==> src/rtl/reg_rsv_tracker.sv <==
// reg_rsv_tracker: counts in-flight writers per architectural register.
// Reservations arrive from the issuer (2 slots) and releases from the 3 commit
// write ports. Registered counters drive the busy vectors back to the issuer.
// Optional feature macro: RSV_UNDERFLOW_CHK_EN adds a sticky flag for a release
// that arrives with no matching reservation.
module reg_rsv_tracker #(
    parameter int CntW = 2
) (
    input  logic        clk_i,
    input  logic        rst_ni,
    input  logic [1:0]  rsv_valid_i,
    input  logic [4:0]  rsv_addr0_i,
    input  logic [4:0]  rsv_addr1_i,
    output logic        rsv_rdy_o,
    input  logic [2:0]  cmt_we_i,
    input  logic [2:0]  cmt_wrsv_i,
    input  logic [4:0]  cmt_waddr0_i,
    input  logic [4:0]  cmt_waddr1_i,
    input  logic [4:0]  cmt_waddr2_i,
    input  logic        flush_i,
    input  logic [19:0] rs_addr_i,
    output logic [3:0]  rs_busy_o,
    output logic [31:0] reg_busy_o,
    output logic        idle_o,
    output logic        rsv_underflow_o
);
    // Sums are kept two bits wider so cnt + inc never wraps before comparison.
    localparam int SumW = CntW + 2;
    localparam logic [SumW-1:0] MaxCnt = SumW'((1 << CntW) - 1);

    // Entry 0 is held at zero so that address x0 reads as never busy.
    logic [CntW-1:0] cnt_q [32];
    logic [CntW-1:0] cnt_d [32];
    logic [1:0]      inc_c [32];
    logic [1:0]      dec_c [32];
    logic [1:0]      rsv_acc;
    logic [SumW-1:0] slot_need;
    logic [2:0]      rel_en;
    logic [4:0]      waddr [3];

    // Saturating update: a release exceeding the available count floors at 0.
    function automatic logic [CntW-1:0] sat_update(input logic [CntW-1:0] cnt,
                                                   input logic [1:0]      inc,
                                                   input logic [1:0]      dec);
        logic [SumW-1:0] sum;
        sum = SumW'(cnt) + SumW'(inc);
        if (SumW'(dec) > sum) return '0;
        return CntW'(sum - SumW'(dec));
    endfunction

    assign waddr[0] = cmt_waddr0_i;
    assign waddr[1] = cmt_waddr1_i;
    assign waddr[2] = cmt_waddr2_i;
    assign rel_en   = cmt_we_i & cmt_wrsv_i;

    // Admission check: all-or-nothing, ignores same-cycle releases and flush.
    always_comb begin
        rsv_rdy_o = 1'b1;
        slot_need = (rsv_valid_i[0] && rsv_valid_i[1] && (rsv_addr0_i == rsv_addr1_i))
                    ? SumW'(2) : SumW'(1);
        if (rsv_valid_i[0] && (rsv_addr0_i != 5'd0) &&
            (SumW'(cnt_q[rsv_addr0_i]) + slot_need > MaxCnt))
            rsv_rdy_o = 1'b0;
        if (rsv_valid_i[1] && (rsv_addr1_i != 5'd0) &&
            (SumW'(cnt_q[rsv_addr1_i]) + slot_need > MaxCnt))
            rsv_rdy_o = 1'b0;
    end

    // Per-register increment/decrement counts and next counter values.
    always_comb begin
        rsv_acc = rsv_valid_i & {2{rsv_rdy_o}};
        for (int i = 0; i < 32; i++) begin
            inc_c[i] = 2'(rsv_acc[0] && (rsv_addr0_i == 5'(i))) +
                       2'(rsv_acc[1] && (rsv_addr1_i == 5'(i)));
            dec_c[i] = 2'(rel_en[0] && (waddr[0] == 5'(i))) +
                       2'(rel_en[1] && (waddr[1] == 5'(i))) +
                       2'(rel_en[2] && (waddr[2] == 5'(i)));
            cnt_d[i] = sat_update(cnt_q[i], inc_c[i], dec_c[i]);
        end
        inc_c[0] = '0;
        dec_c[0] = '0;
        cnt_d[0] = '0;
    end

    // Counter state; flush discards everything including same-cycle traffic.
    always_ff @(posedge clk_i or negedge rst_ni) begin
        if (!rst_ni) begin
            for (int i = 0; i < 32; i++) cnt_q[i] <= '0;
        end else if (flush_i) begin
            for (int i = 0; i < 32; i++) cnt_q[i] <= '0;
        end else begin
            for (int i = 0; i < 32; i++) cnt_q[i] <= cnt_d[i];
        end
    end

    // Busy decode from registered counters only; no bypass of current traffic.
    always_comb begin
        reg_busy_o = '0;
        for (int i = 1; i < 32; i++) reg_busy_o[i] = |cnt_q[i];
        for (int j = 0; j < 4; j++) rs_busy_o[j] = reg_busy_o[rs_addr_i[j*5 +: 5]];
        idle_o = ~|reg_busy_o;
    end

`ifdef RSV_UNDERFLOW_CHK_EN
    logic        uf_q;
    logic [31:0] uf_c;

    // Flag registers whose release count exceeds count plus new reservations.
    always_comb begin
        uf_c = '0;
        for (int i = 1; i < 32; i++)
            uf_c[i] = SumW'(dec_c[i]) > (SumW'(cnt_q[i]) + SumW'(inc_c[i]));
    end

    // Sticky underflow flag; flush clears it and masks a same-cycle underflow.
    always_ff @(posedge clk_i or negedge rst_ni) begin
        if (!rst_ni)        uf_q <= 1'b0;
        else if (flush_i)   uf_q <= 1'b0;
        else if (|uf_c)     uf_q <= 1'b1;
    end

`ifndef SYNTHESIS
    // Simulation-only report naming the offending register.
    always_ff @(posedge clk_i) begin
        if (rst_ni && !flush_i)
            for (int i = 1; i < 32; i++)
                if (uf_c[i]) $warning("reg_rsv_tracker: release of x%0d without reservation", i);
    end
`endif

    assign rsv_underflow_o = uf_q;
`else
    assign rsv_underflow_o = 1'b0;
`endif

endmodule
==> config.mk <==
export PLATFORM = sky130hd
export DESIGN_NAME = reg_rsv_tracker
export DESIGN_NICKNAME = d
export VERILOG_FILES = /design/src/rtl/reg_rsv_tracker.sv
export SDC_FILE = /design/constraint.sdc
export NUM_CORES = 1
export LEC_CHECK = 0
export BUFFER_PORTS_ARGS = -buffer_cell sky130_fd_sc_hd__buf_4
export CAP_MARGIN = 20
export CORE_UTILIZATION = 63
export CTS_BUF_LIST = sky130_fd_sc_hd__clkbuf_2
export CTS_CLUSTER_DIAMETER = 80
export DETAILED_ROUTE_END_ITERATION = 7
export GPL_TIMING_DRIVEN = 0
export HOLD_SLACK_MARGIN = 0.08
export PLACE_DENSITY = 0.84
export REMOVE_ABC_BUFFERS = 1
export SLEW_MARGIN = 20
export SYNTH_ARGS = -nofsm -noshare
export SYNTH_HDL_FRONTEND = slang
export SYNTH_SLANG_ARGS = --single-unit
==> constraint.sdc <==
create_clock -name clk_i -period 6.8 [get_ports clk_i]
set_input_delay 1.36 -clock clk_i [delete_from_list [all_inputs] [get_ports clk_i]]
set_output_delay 1.36 -clock clk_i [all_outputs]
set_load 0.02 [all_outputs]
* Word level (Yosys, flattened, before mapping)
Cells that the tools add are included.
Storage, ports and cells: bits in read-only memories 0, output and inout port bits 39, bits in latches 0, bits in registers 64, memories 0, word-level logic and storage cells 695, input bits 56, RAM bits 0
Cells by class: reductions and logical operators 196, div/mod/pow operators 0, equality and inequality tests 156, muxes and demuxes 111, $mul 0, add/sub/neg operators 157, magnitude comparators 39, shifts and indexed selects 0, bitwise logic cells 4
Operators by type and width (number):
- $eq 5x5->1 const B | 80
- $eq 5x4->1 const B | 40
- $logic_and 1x1->1 | 161
- $mux 2 | 67
- $add 1x1->2 | 62
- $eq 5x3->1 const B | 20
- $add 2x2->3 | 33
- $gt 2x3->1 | 31
- $add 2x1->2 | 31
- $mux 62 | 1
- $reduce_or 2->1 | 31
- $reduce_or 62->1 | 1
- $sub 2x2->2 | 31
- $eq 5x2->1 const B | 10
- $mux 1 | 37
- $eq 5x1->1 const B | 5
- $lt 5x6->1 const B | 4
- $bmux 1 s5 | 4
- $bmux 2 s5 | 2
- $ge 6x6->1 const B | 2
- $not 5->6 | 2
- $reduce_bool 5->1 | 2
- $gt 3x2->1 const B | 2
- $eq 5x5->1 | 1
- other kinds (3) | 3

* Logic depth before layout (Yosys ltp)
Gate-level depths: netlist of run 1.
depth in word-level cells 17, gate-level depth with buffers 24, mapped depth without buffers 19

* Worst setup path after synthesis of run 1
Ideal clock, no wire load.
path kind input to register, from input rsv_addr0_i[0], to register cnt_q[3] (netlist name), data required time 6.722 ns, library setup time 0.078 ns, cell stages on the path 21, data arrival time 6.414 ns, buffers on the path 4, path slack 0.308 ns, cells stage by stage buf_2 buf_2 buf_2 mux4_2 mux4_2 mux2_2 ha_1 inv_1 a211oi_1 o21ai_0 a2111oi_4 clkbuf_1 nor3_1 fa_1 ha_1 inv_1 ha_1 a21oi_1 nor2_1 or3_1 a21oi_1
Between the ends: word-level cells in the longest chain between the ends 17, elaborated cells between the ends (all ways) 28, those cells by class add/sub (5); order compare (3); eq/ne (2); mux (9); bitwise (2); reduce/logical (7)
Ends and longest elaborated chain:
- start, declared | RTL line 12 | input logic [4:0] rsv_addr0_i,
- $not 5->6 (not written as such) | RTL line 62 | (SumW'(cnt_q[rsv_addr0_i]) + slot_need > MaxCnt))
- $bmux 2 s5 | RTL line 62
- $mux 2 (not written as such) (2 in a row) | RTL line 62
- $add 2x2->3 | RTL line 62
- $gt 3x2->1 | RTL line 62
- $logic_and 1x1->1 | RTL line 61 | if (rsv_valid_i[0] && (rsv_addr0_i != 5'd0) &&
- $mux 1 | RTL line 61
- $mux 1 | RTL line 64 | if (rsv_valid_i[1] && (rsv_addr1_i != 5'd0) &&
- $and 2x2->2 | RTL line 71 | rsv_acc = rsv_valid_i & {2{rsv_rdy_o}};
- $logic_and 1x1->1, on equally long branches | RTL line 73, 74
- $add 1x1->2 * | RTL line 73 | inc_c[i] = 2'(rsv_acc[0] && (rsv_addr0_i == 5'(i))) +
- $add 2x2->3 * | RTL line 46 | sum = SumW'(cnt) + SumW'(inc);
- $gt 2x3->1 | RTL line 47 | if (SumW'(dec) > sum) return '0;
- $mux 1 | RTL line 47
- $mux 2 * | RTL line 48 | return CntW'(sum - SumW'(dec));
- $mux 62 * | RTL line 89 | end else if (flush_i) begin
- end, declared | RTL line 32 | logic [CntW-1:0] cnt_q [32];
Every way passes the cells marked *; elsewhere a longest branch is shown, timed or not. The select of a mux whose other input is x is not followed.

* Worst setup path after layout of run 1
from input rsv_addr0_i[0], to output rsv_rdy_o
Between the ends: word-level cells in the longest chain between the ends 9, elaborated cells between the ends (all ways) 17, those cells by class add/sub (2); order compare (2); eq/ne (1); mux (6); bitwise (1); reduce/logical (5)
Ends and longest elaborated chain:
- $not 5->6 (not written as such) | RTL line 62
- $bmux 2 s5 | RTL line 62
- $mux 2 (not written as such) (2 in a row) | RTL line 62
- $add 2x2->3 | RTL line 62
- $gt 3x2->1 | RTL line 62
- $logic_and 1x1->1 | RTL line 61
- $mux 1 | RTL line 61
- $mux 1 * | RTL line 64
- end, declared | RTL line 14 | output logic rsv_rdy_o,
Marked as above.

==> impl_metrics.csv, run 1 <==
group,metric,value,unit
outcome,status,"complete, no violations",
setup_path,cpPeakStageDelay,0.71,ns
cts,clockBufferDepth,2,
logic_synthesis,ys_seq_area_frac,0.149,
finish,finalNonFillerCells,1494,
finish,final_util,0.706,
routing,vias_per_cell,6.74,
floorplan,fp.coreArea,16000,um2
global_routing,antenna_found_initial,1,
sta,rsz0062_at_grt,"no",
cts,cts_resized,0,
placed_design,dp_hpwl,24800,um
routing,routed_wirelength,31800,um
finish,fill_cells,1248,
logic_synthesis,avgSynthCellArea,8.53,um2
sta,timing.slew.headroom,0.304,
global_routing,grt_pass1_wl,50100,um
setup_path,cp-end-kind,"primary output",
routing,ant_nets,0,
cts,clk_latency,0.58,ns
setup_path,required,5.44,ns
routing,drt_iter0_drc,1188,
logic_synthesis,synthArstFlopShare,1.00,
setup_path,slowest_stage,"a2111oi_4",
pwr,ir_drop,48.2,uV
floorplan,initial_core_util,0.651,
cts,post_cts_buffers,0,
setup_path,criticalPathCategory,"primary input to primary output",
setup_path,cp.arrival,5.19,ns
logic_synthesis,ys_types,49,
global_routing,grt_usage,0.394,
finish,largest_register,"cnt_q",
sta,setup_violations,0,
job,max_cap_viol_count,0,
placed_design,place_congestion,1.02,
setup_path,start_kind,"primary input",
hold_path,holdCritPathClass,"primary input to async pin",
logic_synthesis,syn_area,10400,um2
cts,root_buffer,"clkbuf_2",
cts,cts_max_level,3,
sta,max_clock_freq,153,MHz
pwr,pwr-share-comb,0.307,
cts,hold_buffers,0,
logic_synthesis,yosys.area.top_type_share,0.151,
setup_path,path_cells,"buf_4 > mux4_2 > mux4_2 > mux2_2 > ha_1 > inv_1 > a211oi_1 > o21ai_0 > a2111oi_4 > buf_6 > buf_6 > nor3_1 > buf_4",
logic_synthesis,ys_ff_latch,62,
pwr,p_leak,5.20,nW
sta,whs,0.845,ns
cts,cts.sink_count,62,
pwr,p_clk_frac,0.247,
logic_synthesis,yosys_warnings,0,
placed_design,io_buffers,92,
setup_path,cp_max_fo,32,
sta,setup_tns,0,ns
routing,wl_per_cell,21.3,um
logic_synthesis,synth_top_area_cell,"ha_1",
routing,drc_errors,0,
pwr,p_int,513,uW
cts,cts_buffers,9,
cts,clkTransAtPathRegs,0.20,ns
pwr,p_sw_frac,0.393,
finish,nNetsFinal,1516,
logic_synthesis,synth_edf_count,0,
logic_synthesis,synthFlopType,"dfrtp_1",
sta,skew,0.0154,ns
global_routing,first_global_vias,9577,
pwr,power.switching,332,uW
finish,largest_register_ffs,62,
sta,period_share,0.964,
global_routing,grt_overflow,0,
sta,period_minus_slack,6.55,ns
routing,num_vias,10100,
routing,dr.pass1.iters,5,
pwr,pwr-share-seq,0.446,
pwr,p_per_area,74.8,nW/um2
floorplan,die_area,17000,um2
logic_synthesis,synth_cells,1221,
global_routing,grt_max_degree,63,
sta,slew_viol_final,0,
floorplan,die_x,131,um
floorplan,rows,46,
logic_synthesis,synthTopCellsByArea,"ha_1 15%, dfrtp_1 15%, mux4_2 14%",
sta,worst_pin_slew,1.04,ns
setup_path,rr_worst_depth,19,
floorplan,io_pins,95,
cts,cts_tree,"yes",
floorplan,die_y,131,um
finish,top_regs,"cnt_q x62",
finish,syn2layout_area_growth,8.42,%
placed_design,dp_cells,1477,
finish,drive_gt1_frac,0.152,
sta,finalHoldViolations,0,
## power by group through the flow
| stage | Sequential [mW] | Combinational (mW) | Clock, mW |
|---|---|---|---|
| 2_1_floorplan | 0.381 | 0.126 | 0 |
| 3_3_place_gp | 0.382 | 0.244 | 0 |
| 3_5_place_dp | 0.383 | 0.252 | 0 |
| 4_1_cts | 0.376 | 0.253 | 0.206 |
| 5_1_grt | 0.377 | 0.279 | 0.223 |
| 6_report | 0.376 | 0.260 | 0.209 |
## stage by stage
stage | worst slack (ns) | cell area (um2) | power [mW]
after global routing | 0.0804 | 11300 | 0.879
after detailed placement | -0.130 | 11200 | 0.634
after floorplan | -0.428 | 10100 | 0.507
after CTS | 0.321 | 11300 | 0.835
final | 0.246 | 11300 | 0.845
after global placement | -2.74 | 11100 | 0.627
## worst paths after layout
path	from	slack [ns]	to
max	rsv_addr0_i[0]	0.25	rsv_rdy_o
min	rst_ni	0.84	cnt_q[26]
max reg2reg	cnt_q[47]	1.15	cnt_q[45]
min reg2reg	cnt_q[21]	0.85	cnt_q[20]
max in group asynchronous	rst_ni	5.38	cnt_q[53]
min in group clk_i	cnt_q[21]	0.85	cnt_q[20]
## logic make-up (layout without fill, tap and decap cells)
| logic type | Yosys count | count (layout) | share of synthesized area |
|---|---|---|---|
| buffers and inverters | 236 | 291 | 0.0890 |
| adders and majority gates | 188 | 188 | 0.271 |
| AOI/OAI and AO/OA | 133 | 133 | 0.0864 |
| other | 1 | 3 | 0.000360 |
| DFF | 62 | 62 | 0.149 |
| xor gates and xnor gates | 6 | 6 | 0.00505 |
| muxes | 81 | 81 | 0.156 |
| and+or+nand+nor | 514 | 514 | 0.244 |
## cells in the final DEF, fill, tap and decap left out, drive strengths merged, types with 4 or more instances in the layout
master | Yosys | layout
or2 | 6 | 6
o211ai | 11 | 11
o311ai | 20 | 20
a21oi | 54 | 54
nor2b | 24 | 24
or3 | 15 | 15
nor3b | 20 | 20
nand2b | 25 | 25
xor2 | 6 | 6
buf | 19 | 100
ha | 126 | 126
a211oi | 6 | 6
nand4 | 21 | 21
fa | 62 | 62
and3 | 4 | 4
a221oi | 9 | 9
o21ai | 10 | 10
nor4 | 17 | 17
and2 | 10 | 10
mux4 | 64 | 64
inv | 175 | 175
dfrtp | 62 | 62
nor2 | 118 | 118
nand2 | 100 | 100
clkinv | 0 | 5
clkbuf | 42 | 10
nand3b | 4 | 4
mux2i | 11 | 11
mux2 | 6 | 6
nor3 | 103 | 103
nand3 | 43 | 43
o21bai | 11 | 11
## metal layers
metal	wire length [um]	track usage	up-vias
met2	14100	0.599	772
met4	1590	0.211	0
met3	4530	0.116	144
met1	11600	0.511	4761
met5	0	0	-
li1	-	-	4387
## layout make-up
| cell class | instances | area (um2) | share of cell area |
|---|---|---|---|
| antenna | 1 | 2.50 | 0.000222 |
| clock buffer | 10 | 50.0 | 0.00443 |
| clock inverter | 6 | 28.8 | 0.00255 |
| inverter | 175 | 657 | 0.0582 |
| multi-input combinational | 924 | 7950 | 0.704 |
| sequential | 62 | 1550 | 0.137 |
| tap | 216 | 270 | 0.0239 |
| timing repair buffer | 100 | 786 | 0.0696 |
## synth_stat cells, types with 2 or more instances
cell      count
nand3b_1      4
nor4_1       15
mux2i_1      11
nor2b_1      24
nand2b_1     25
xor2_1        6
nor2_1      118
o21a_1        2
nand4_1      21
or2_2         6
mux2_2        6
a21oi_1      54
o221ai_1      3
a211oi_1      6
nor4_2        2
o21bai_1     11
buf_2         9
clkbuf_1     42
dfrtp_1      62
buf_1         5
o311ai_0     19
mux4_2       63
inv_1       175
o211ai_1     11
and3_1        4
a31oi_1       2
buf_6         3
nor3_1      103
a221oi_1      9
or4_1         2
ha_1        126
buf_4         2
o21ai_0      10
fa_1         62
nand2_1     100
or3_1        15
nor3b_1      20
and2_1       10
nand3_1      43
## critical path, delay by kind of cell
family / cells / cell delay, ns
compound gates: 3 / 1.05
fa+ha+maj: 1 / 0.27
mux: 3 / 1.37
buf+inv: 5 / 1.04
simple gates: 1 / 0.08
Power figures use the tool's default switching activity.
==> inputs of run 2 (changes only) <==
RECOVER_POWER = 100   (was not set)
==> run 2 against run 1 <==
  * Critical path type unchanged
  * First-iteration DRC count rose by 0.51%
  * Non-clock buffer count is the same
  * The run now ends with max-capacitance violations, max-slew violations left
  * Fmax about the same
  * Sequential power about the same
  * Via count increased by 0.31%
  * Largest cell class unchanged
==> impl_metrics.csv, run 2 (synthesized netlist as in run 1, its figures left out) <==
group,metric,value,unit
outcome,status,"finished, violations left",
outcome,violations,"max-capacitance violations, max-slew violations",
cts,cts_tree,"yes",
placed_design,io_buffers,92,
pwr,p_per_area,75.2,nW/um2
sta,timing.slew.headroom,-1.41,
cts,hold_buffers,0,
global_routing,first_global_vias,9577,
pwr,p_int,508,uW
sta,setup_violations,0,
pwr,p_clk_frac,0.247,
sta,period_share,0.963,
sta,skew,0.0257,ns
cts,cts_max_level,3,
global_routing,grt_usage,0.394,
sta,rsz0062_at_grt,"no",
sta,period_minus_slack,6.55,ns
routing,num_vias,10100,
finish,drive_gt1_frac,0.121,
routing,vias_per_cell,6.76,
pwr,p_sw_frac,0.394,
finish,top_regs,"cnt_q x62",
routing,routed_wirelength,31900,um
hold_path,holdPathStages,3,
cts,cts.sink_count,62,
floorplan,die_x,131,um
placed_design,dp_hpwl,24800,um
routing,wl_per_cell,21.4,um
global_routing,grt_pass1_wl,50100,um
placed_design,dp_cells,1477,
routing,drc_errors,0,
finish,layout_common_cells,"175 x inv_1, 126 x ha_1, 118 x nor2_1, 103 x nor3_1, 100 x nand2_1",
placed_design,place_area,11200,um2
routing,drt_iter0_drc,1194,
cts,cts_resized,0,
finish,nNetsFinal,1516,
hold_path,holdCritPathClass,"flop to flop",
finish,multi_input_area,7930,um2
cts,clkTransAtPathRegs,0.19,ns
pwr,power.switching,330,uW
floorplan,rows,46,
sta,max_clock_freq,153,MHz
routing,ant_nets,0,
cts,root_buffer,"clkbuf_2",
sta,slew_viol_final,63,
floorplan,io_pins,95,
setup_path,cp-end-kind,"primary output",
setup_path,criticalPathCategory,"primary input to primary output",
setup_path,rr_worst_depth,19,
job,max_cap_viol_count,1,
finish,finalNonFillerCells,1494,
finish,fill_cells,1304,
finish,largest_register_ffs,62,
setup_path,cp.arrival,5.19,ns
global_routing,antenna_found_initial,1,
sta,setup_tns,0,ns
sta,final.setup.worst_slack,0.248,ns
cts,clk_latency,0.58,ns
finish,syn2layout_area_growth,6.94,%
global_routing,grt_overflow,0,
cts,clockBufferDepth,2,
cts,cts_buffers,9,
sta,finalHoldViolations,0,
pwr,ir_drop,46.1,uV
pwr,pwr-share-comb,0.304,
floorplan,fp.coreArea,16000,um2
finish,design_area,11100,um2
setup_path,start_kind,"primary input",
floorplan,die_y,131,um
finish,final_util,0.696,
routing,dr.pass1.iters,8,
setup_path,cp_max_fo,32,
global_routing,grt_max_degree,63,
floorplan,initial_core_util,0.651,
pwr,pwr-share-seq,0.450,
pwr,p_leak,5.05,nW
floorplan,die_area,17000,um2
finish,largest_register,"cnt_q",
cts,post_cts_buffers,0,
finish,final_common_cell,"inv_1",
setup_path,required,5.44,ns
placed_design,place_congestion,1.02,
placed_design,place_worst_setup_slack,-0.130,ns
finish,register_area,1550,um2
sta,worst_pin_slew,3.61,ns
## run 2: final timing paths
| check | from | slack (ns) | endpoint |
|---|---|---|---|
| worst max-delay path | rsv_addr0_i[0] | 0.25 | rsv_rdy_o |
| worst min-delay path | cnt_q[21] | 0.85 | cnt_q[20] |
| worst max register to register | cnt_q[47] | 1.13 | cnt_q[45] |
| worst min register to register | cnt_q[21] | 0.85 | cnt_q[20] |
| max in group asynchronous | rst_ni | 2.80 | cnt_q[53] |
| min in group asynchronous | rst_ni | 1.98 | cnt_q[26] |
## run 2: metrics by stage
step	hold WS, ns	total power [mW]
after CTS	0.841	0.835
after global routing	0.899	0.873
after detailed placement	0.802	0.634
after floorplan	0.716	0.507
final	0.852	0.837
after global placement	0.793	0.627
## run 2: metal layers
layer / wire (um) / track usage / vias to the layer above
met5: 0 / 0 / -
met4: 1670 / 0.211 / 0
met3: 4720 / 0.116 / 155
met2: 14000 / 0.599 / 803
met1: 11500 / 0.511 / 4756
li1: - / - / 4381
## run 2: final cells by class
type / count / share of cell area
antenna: 1 / 0.000225
clock buffer: 10 / 0.00449
clock inverter: 6 / 0.00258
inverter: 175 / 0.0590
multi-input combinational: 924 / 0.712
sequential: 62 / 0.139
tap: 216 / 0.0243
timing repair buffer: 100 / 0.0579
## run 2: worst max-delay path, stage by stage
cell and delay [ns]:
buf_4 0.39, mux4_2 0.58, mux4_2 0.51, mux2_2 0.28
ha_1 0.27, inv_1 0.04, a211oi_1 0.15, o21ai_0 0.19
a2111oi_4 0.72, buf_6 0.26, buf_6 0.17, nor3_1 0.08
clkbuf_2 0.17
## run 2: power groups by stage
| stage | clock network [mW] | registers (mW) | logic, mW |
|---|---|---|---|
| after floorplan | 0 | 0.381 | 0.126 |
| after global placement | 0 | 0.382 | 0.244 |
| after detailed placement | 0 | 0.383 | 0.252 |
| after CTS | 0.206 | 0.376 | 0.253 |
| after global routing | 0.223 | 0.377 | 0.273 |
| final | 0.206 | 0.377 | 0.254 |
